<file path="config.mk">
export PLATFORM = sky130hd
export DESIGN_NAME = fc_chain_seq
export DESIGN_NICKNAME = d
export VERILOG_FILES = /design/src/rtl/fc_pkg.sv /design/src/rtl/fc_mac_sat.sv /design/src/rtl/fc_chain_seq.sv
export SDC_FILE = /design/constraint.sdc
export NUM_CORES = 1
export LEC_CHECK = 0
export BUFFER_PORTS_ARGS = -buffer_cell sky130_fd_sc_hd__buf_2
export CAP_MARGIN = 30
export CELL_PAD_IN_SITES_DETAIL_PLACEMENT = 0
export CELL_PAD_IN_SITES_GLOBAL_PLACEMENT = 2
export CORE_MARGIN = 8
export CORE_UTILIZATION = 37
export DETAILED_ROUTE_END_ITERATION = 12
export PLACE_DENSITY_LB_ADDON = 0.12
export SYNTH_ARGS = -nofsm -noshare
export SYNTH_HDL_FRONTEND = slang
export SYNTH_SLANG_ARGS = --single-unit
export TNS_END_PERCENT = 10
</file>
<file path="constraint.sdc">
create_clock -name clk -period 4.6 [get_ports clk]
set_input_delay 0 -clock clk [delete_from_list [all_inputs] [get_ports clk]]
set_output_delay 0 -clock clk [all_outputs]
set_load 0.01 [all_outputs]
</file>
<file path="src/rtl/fc_pkg.sv">
// Shared types and helpers for the FC chain sequencer: FSM state encoding, size-field
// width and the saturate/ReLU output function.
package fc_pkg;

  typedef enum logic [2:0] {
    StIdle,
    StBias,
    StMac,
    StDrain,
    StWrite,
    StLend,
    StDone
  } fc_state_e;

  localparam int unsigned SizeW     = 16;
  localparam int unsigned MaxLayers = 4;
  localparam int unsigned SatW      = 64;

  // Clamp v to the signed dw-bit range, then optionally zero negatives.
  function automatic logic signed [SatW-1:0] sat_relu(input logic signed [SatW-1:0] v,
                                                      input int unsigned dw,
                                                      input logic relu);
    logic signed [SatW-1:0] hi, lo, r;
    hi = $signed((64'd1 << (dw - 1)) - 64'd1);
    lo = -hi - 64'sd1;
    if (v > hi) begin
      r = hi;
    end else if (v < lo) begin
      r = lo;
    end else begin
      r = v;
    end
    if (relu && (r < 0)) begin
      r = '0;
    end
    return r;
  endfunction

endpackage

</file>
<file path="src/rtl/fc_mac_sat.sv">
// Signed Q-format accumulator fed by 1-cycle-latency RAM data, with a
// shift/saturate/ReLU result stage.
module fc_mac_sat
  import fc_pkg::*;
#(
  parameter int unsigned DATA_W = 16,
  parameter int unsigned FRAC_W = 8,
  parameter int unsigned ACC_W  = 40
) (
  input  logic              clk,
  input  logic              reset,
  input  logic              i_bias_iss,
  input  logic              i_mac_iss,
  input  logic              i_relu,
  input  logic [DATA_W-1:0] i_act,
  input  logic [DATA_W-1:0] i_wgt,
  output logic [DATA_W-1:0] o_res
);

  logic                       r_bias_v, r_mac_v;
  logic signed [ACC_W-1:0]    r_acc;
  logic signed [2*DATA_W-1:0] w_prod;
  logic signed [ACC_W-1:0]    w_bias, w_shift;

  assign w_prod  = $signed(i_act) * $signed(i_wgt);
  assign w_bias  = ACC_W'($signed(i_wgt)) <<< FRAC_W;
  assign w_shift = r_acc >>> FRAC_W;
  assign o_res   = DATA_W'(sat_relu(SatW'(w_shift), DATA_W, i_relu));

  // Issue strobes are delayed one cycle to line up with the RAM read data.
  always_ff @(posedge clk or posedge reset) begin
    if (reset) begin
      r_bias_v <= 1'b0;
      r_mac_v  <= 1'b0;
      r_acc    <= '0;
    end else begin
      r_bias_v <= i_bias_iss;
      r_mac_v  <= i_mac_iss;
      if (r_bias_v) begin
        r_acc <= w_bias;
      end else if (r_mac_v) begin
        r_acc <= r_acc + ACC_W'(w_prod);
      end
    end
  end

endmodule

</file>
<file path="src/rtl/fc_chain_seq.sv">
// Time-multiplexed FC layer chain: one MAC, ping-pong activation regions and a linear
// weight stream (bias then N_in weights per output neuron).
module fc_chain_seq
  import fc_pkg::*;
#(
  parameter int unsigned          NUM_LAYERS  = 2,
  parameter logic [5*SizeW-1:0]   LAYER_SIZES = {16'd0, 16'd0, 16'd10, 16'd20, 16'd32},
  parameter int unsigned          DATA_W      = 16,
  parameter int unsigned          FRAC_W      = 8,
  parameter int unsigned          ACC_W       = 40,
  parameter int unsigned          ADDR_W      = 16,
  parameter int unsigned          ACT_BASE    = 0,
  parameter int unsigned          ACT_STRIDE  = 256,
  parameter int unsigned          WGT_BASE    = 0,
  parameter bit                   RELU_LAST   = 1'b0
) (
  input  logic              clk,
  input  logic              reset,
  input  logic              start,
  output logic              busy,
  output logic              done,
  output logic              layer_end,
  output logic [1:0]        layer_idx,
  output logic              act_re,
  output logic [ADDR_W-1:0] act_raddr,
  input  logic [DATA_W-1:0] act_rdata,
  output logic              w_re,
  output logic [ADDR_W-1:0] w_addr,
  input  logic [DATA_W-1:0] w_rdata,
  output logic              we,
  output logic [ADDR_W-1:0] wr_addr,
  output logic [DATA_W-1:0] wr_data
);

  localparam logic [ADDR_W-1:0] RegA      = ADDR_W'(ACT_BASE);
  localparam logic [ADDR_W-1:0] RegB      = ADDR_W'(ACT_BASE + ACT_STRIDE);
  localparam logic [ADDR_W-1:0] WgtStart  = ADDR_W'(WGT_BASE);
  localparam logic [1:0]        LastLayer = 2'(NUM_LAYERS - 1);

  fc_state_e         r_state;
  logic [1:0]        r_layer;
  logic [SizeW-1:0]  r_neuron, r_idx;
  logic [ADDR_W-1:0] r_wptr, r_act_raddr, r_w_addr, r_wr_addr;
  logic              r_busy, r_done, r_lend, r_act_re, r_w_re, r_we;

  logic [SizeW-1:0]  w_n_in, w_n_out;
  logic [ADDR_W-1:0] w_in_base, w_out_base;
  logic              w_relu;
  logic [DATA_W-1:0] w_res;

  assign w_n_in     = LAYER_SIZES[SizeW*32'(r_layer) +: SizeW];
  assign w_n_out    = LAYER_SIZES[SizeW*(32'(r_layer) + 1) +: SizeW];
  assign w_in_base  = r_layer[0] ? RegB : RegA;
  assign w_out_base = r_layer[0] ? RegA : RegB;
  assign w_relu     = (r_layer != LastLayer) || RELU_LAST;

  fc_mac_sat #(
    .DATA_W(DATA_W),
    .FRAC_W(FRAC_W),
    .ACC_W (ACC_W)
  ) u_mac (
    .clk       (clk),
    .reset     (reset),
    .i_bias_iss(r_w_re & ~r_act_re),
    .i_mac_iss (r_act_re),
    .i_relu    (w_relu),
    .i_act     (act_rdata),
    .i_wgt     (w_rdata),
    .o_res     (w_res)
  );

  // Outputs are registered: each transition loads the strobes for the state being entered.
  always_ff @(posedge clk or posedge reset) begin
    if (reset) begin
      r_state     <= StIdle;
      r_layer     <= '0;
      r_neuron    <= '0;
      r_idx       <= '0;
      r_wptr      <= WgtStart;
      r_act_raddr <= '0;
      r_w_addr    <= '0;
      r_wr_addr   <= '0;
      r_busy      <= 1'b0;
      r_done      <= 1'b0;
      r_lend      <= 1'b0;
      r_act_re    <= 1'b0;
      r_w_re      <= 1'b0;
      r_we        <= 1'b0;
    end else begin
      case (r_state)
        StIdle: begin
          if (start) begin
            r_state  <= StBias;
            r_busy   <= 1'b1;
            r_layer  <= '0;
            r_neuron <= '0;
            r_w_re   <= 1'b1;
            r_w_addr <= WgtStart;
            r_wptr   <= WgtStart + ADDR_W'(1);
          end
        end
        StBias: begin
          r_state     <= StMac;
          r_idx       <= '0;
          r_act_re    <= 1'b1;
          r_act_raddr <= w_in_base;
          r_w_addr    <= r_wptr;
          r_wptr      <= r_wptr + ADDR_W'(1);
        end
        StMac: begin
          if (r_idx == w_n_in - SizeW'(1)) begin
            r_state  <= StDrain;
            r_act_re <= 1'b0;
            r_w_re   <= 1'b0;
          end else begin
            r_idx       <= r_idx + SizeW'(1);
            r_act_raddr <= w_in_base + ADDR_W'(r_idx) + ADDR_W'(1);
            r_w_addr    <= r_wptr;
            r_wptr      <= r_wptr + ADDR_W'(1);
          end
        end
        StDrain: begin
          r_state   <= StWrite;
          r_we      <= 1'b1;
          r_wr_addr <= w_out_base + ADDR_W'(r_neuron);
        end
        StWrite: begin
          r_we <= 1'b0;
          if (r_neuron != w_n_out - SizeW'(1)) begin
            r_state  <= StBias;
            r_neuron <= r_neuron + SizeW'(1);
            r_w_re   <= 1'b1;
            r_w_addr <= r_wptr;
            r_wptr   <= r_wptr + ADDR_W'(1);
          end else begin
            r_state <= StLend;
            r_lend  <= 1'b1;
          end
        end
        StLend: begin
          r_lend <= 1'b0;
          if (r_layer != LastLayer) begin
            r_state  <= StBias;
            r_layer  <= r_layer + 2'd1;
            r_neuron <= '0;
            r_w_re   <= 1'b1;
            r_w_addr <= r_wptr;
            r_wptr   <= r_wptr + ADDR_W'(1);
          end else begin
            r_state <= StDone;
            r_done  <= 1'b1;
          end
        end
        StDone: begin
          r_state <= StIdle;
          r_done  <= 1'b0;
          r_busy  <= 1'b0;
        end
        default: r_state <= StIdle;
      endcase
    end
  end

  assign busy      = r_busy;
  assign done      = r_done;
  assign layer_end = r_lend;
  assign layer_idx = r_layer;
  assign act_re    = r_act_re;
  assign act_raddr = r_act_raddr;
  assign w_re      = r_w_re;
  assign w_addr    = r_w_addr;
  assign we        = r_we;
  assign wr_addr   = r_wr_addr;
  assign wr_data   = r_we ? w_res : '0;

endmodule
</file>
==> impl_metrics.tcl <==
set metrics [dict create \
    fp-row-count 84 \
    crit_family "adder cells" \
    async_reset_ff_frac 1.000 \
    synth_area_sq_um 19570 \
    use_met2 0.3181 \
    ys_ff_latch 141 \
    drv_slew 0 \
    cp.required_ns 4.92 \
    fin_nets 2941 \
    ys.flop_type "dfrtp_1" \
    ios 107 \
    final_cells 3149 \
    ys_warn_count 0 \
    cp_slowest_cell "fa_1" \
    clockBufferDepth 2 \
    cts_made_buffers 17 \
    post-route-period-util 1.188 \
    hp-class "in -> reg" \
    ys_types 62 \
    setup_viol 27 \
    chipHeight_um 246.0 \
    tritoncts "done" \
    synth_top_area_share 0.3376 \
    yosys.area.top_type "fa_1" \
    root_buffer "clkbuf_16" \
    avgSynthCellArea_sq_um 9.090 \
    slew_headroom 0.3324 \
    grt.busiest_layer "met2" \
    syn_to_final_growth_pct 23.73 \
    grtUsageMet3 0.02675 \
    core_sq_um 52450 \
    violations "setup timing" \
    rr_worst_depth 20 \
    skew_ns 0.01629 \
    port-buffer-count 106 \
    nFillCells 5179 \
    detailedPlacementHpwl_mm 46.50 \
    use_met1 0.2615 \
    gp_congestion 0.8497 \
    start_util 0.3732 \
    drt_iter0_markers 666 \
    grt_max_degree 58 \
    slowest_delay_ns 0.56 \
    remaining_drc_errors 0 \
    fmax_mhz 182.9 \
    setup_ws_ns -0.8662 \
    overflow 0 \
    syn_nets 2646 \
    worstMarginPinSlew_ns 0.9985 \
    seq_area_frac_synth 0.1803 \
    dr.pass1.iters 7 \
    cp.arrival_ns 5.79 \
    status "complete, but fails checks" \
    grt_pass1_wl_mm 92.50 \
    path_common_cell "fa_1" \
    fin_crit_ns 5.466 \
    diodes 0 \
    track_usage 0.1909 \
    critPathKind "in -> reg" \
    synth_edf_count 0 \
    cp-end-kind "flop" \
    hold_viol 0 \
    grt_pass1_vias 16640 \
    drive_gt1_frac 0.2304 \
    drtAntennaViolNets 0 \
    cp_max_fo 7 \
    synthCells 2153 \
    start_kind "primary input" \
    vias_per_cell 4.850 \
    maxCapViolCount 0 \
    htreeDepth 4 \
    hold_path_depth 4 \
    num_vias 15270 \
    place_inst 3092 \
    clock_latency_ns 0.43 \
    cts.sinks 141 \
    route.detailed.wl_per_inst_um 17.68 \
    cts.reportedPaths.clkPinSlew_ns 0.07 \
    synth.area.top_cells "fa_1 34%, dfrtp_1 18%, ha_1 8.2%" \
    die-area_sq_um 60510 \
    cp_num_buf_inv 8 \
    r2r_slack_ns -0.66 \
    antenna_found_initial 0 \
    routed_wl_mm 55.68 \
    cp_num_cells 25 \
    die_w_um 246.0 \
    rsz0062_at_grt "yes" \
]
timing repair:
action / 4_1_cts / 5_1_grt
buffers inserted: 14 / 10
hold buffers: 1 / 0
pin swaps: 95 / 85
resized for setup: 156 / 58
cloned: 0 / 0
endpoints found under the setup margin: 30 / 31
endpoints found under the hold margin: 38 / 0
cell usage in the layout, fill, tap and decap left out, drive strengths merged, types with 37 or more instances in the layout:
cell   count
nor2     108
buf      372
a21oi     68
inv      425
and2     124
xnor2     55
ha       128
nand3     37
nand2    248
fa       330
dfrtp    141
o21ai    114
sequential cells by signal, indices dropped and copies added, names as in the netlist:
signal / cells
w_re: 1
r_wptr: 16
u_mac.r_mac_v: 1
layer_idx: 2
we: 1
r_idx: 16
done: 1
r_neuron: 16
r_state: 3
busy: 1
layer_end: 1
w_addr: 16
u_mac.r_acc: 40
wr_addr: 16
act_raddr: 8
act_re: 1
u_mac.r_bias_v: 1
final timing paths:
| kind | start | endpoint |
|---|---|---|
| max in group asynchronous | reset | wr_addr[13] |
| setup / recovery | w_rdata[11] | u_mac.r_acc[31] |
| setup reg to reg | u_mac.r_acc[15] | u_mac.r_acc[36] |
| min in group asynchronous | reset | w_addr[13] |
| hold reg to reg | act_re | u_mac.r_mac_v |
| hold / removal | w_rdata[3] | u_mac.r_acc[11] |
final cells by class:
| cell class | count | area [sq um] | share of cell area |
|---|---|---|---|
| Tap cell | 688 | 860.8 | 0.03555 |
| Multi-Input combinational cell | 1493 | 14750 | 0.6093 |
| Timing Repair Buffer | 373 | 2853 | 0.1178 |
| Inverter | 422 | 1600 | 0.06609 |
| Sequential cell | 141 | 3531 | 0.1458 |
| Clock buffer | 18 | 439.2 | 0.01814 |
| Clock inverter | 14 | 176.4 | 0.007286 |
stage by stage:
stage | setup WS [ns] | hold slack, ns | TNS (ns) | area, sq um | utilization
after floorplan | -0.9690 | 0.1168 | -20.47 | 19890 | -
final | -0.8662 | 0.01178 | -16.45 | 24210 | 0.4617
after global placement | -1.722 | 0.04131 | -40.02 | 22520 | 0.4294
after global routing | -1.056 | 0.004458 | -22.31 | 24210 | 0.4617
after detailed placement | -1.755 | 0.03772 | -39.79 | 22550 | 0.4299
after CTS | -0.8852 | 0.003610 | -17.14 | 23900 | 0.4556
kinds of logic (layout without fill, tap and decap cells):
| family | count (synthesis) | after routing | synth area share |
|---|---|---|---|
| AO/OA/AOI/OAI | 276 | 276 | 0.08395 |
| AND/OR/NAND/NOR | 645 | 645 | 0.1582 |
| multiplexers | 33 | 33 | 0.01758 |
| buffers and inverters | 519 | 827 | 0.1043 |
| adder cells (fa/ha/maj) | 458 | 458 | 0.4194 |
| XOR/XNOR | 81 | 81 | 0.03625 |
| flip-flops | 141 | 141 | 0.1803 |
synthesized netlist by cell type, drive strengths merged (2+ instances only):
library cell,n
inv,421
nand2b,18
nand4,26
nand3,37
o211ai,3
ha,128
a22o,2
a2111oi,2
fa,330
o21ai,114
xor2,26
nor2,108
o21a,12
clkbuf,66
nor2b,10
mux2,11
a211oi,6
buf,31
mux2i,22
o21bai,3
o31ai,14
xnor2,55
dfrtp,141
nor3,21
or4,2
a21o,19
nor4b,2
a21oi,68
nand2,248
nor4,19
a31oi,16
and2,124
o31a,3
or3,3
and3,25
a211o,3
routing by layer:
layer / wire length, um / share of wire
met1: 25650 / 0.46
met4: 1155 / 0.021
met3: 2035 / 0.037
met2: 26840 / 0.48
met5: 0 / 0
tightest hold or removal path: cells and delay by family:
kind                   cells  cell delay, ns
AO/OA/AOI/OAI              1            0.06
buffers and inverters      2            0.25
AND/OR/NAND/NOR            1            0.06
Power is not shown: default switching activity piles up to over one toggle a cycle in this logic, so the estimate is an artifact.
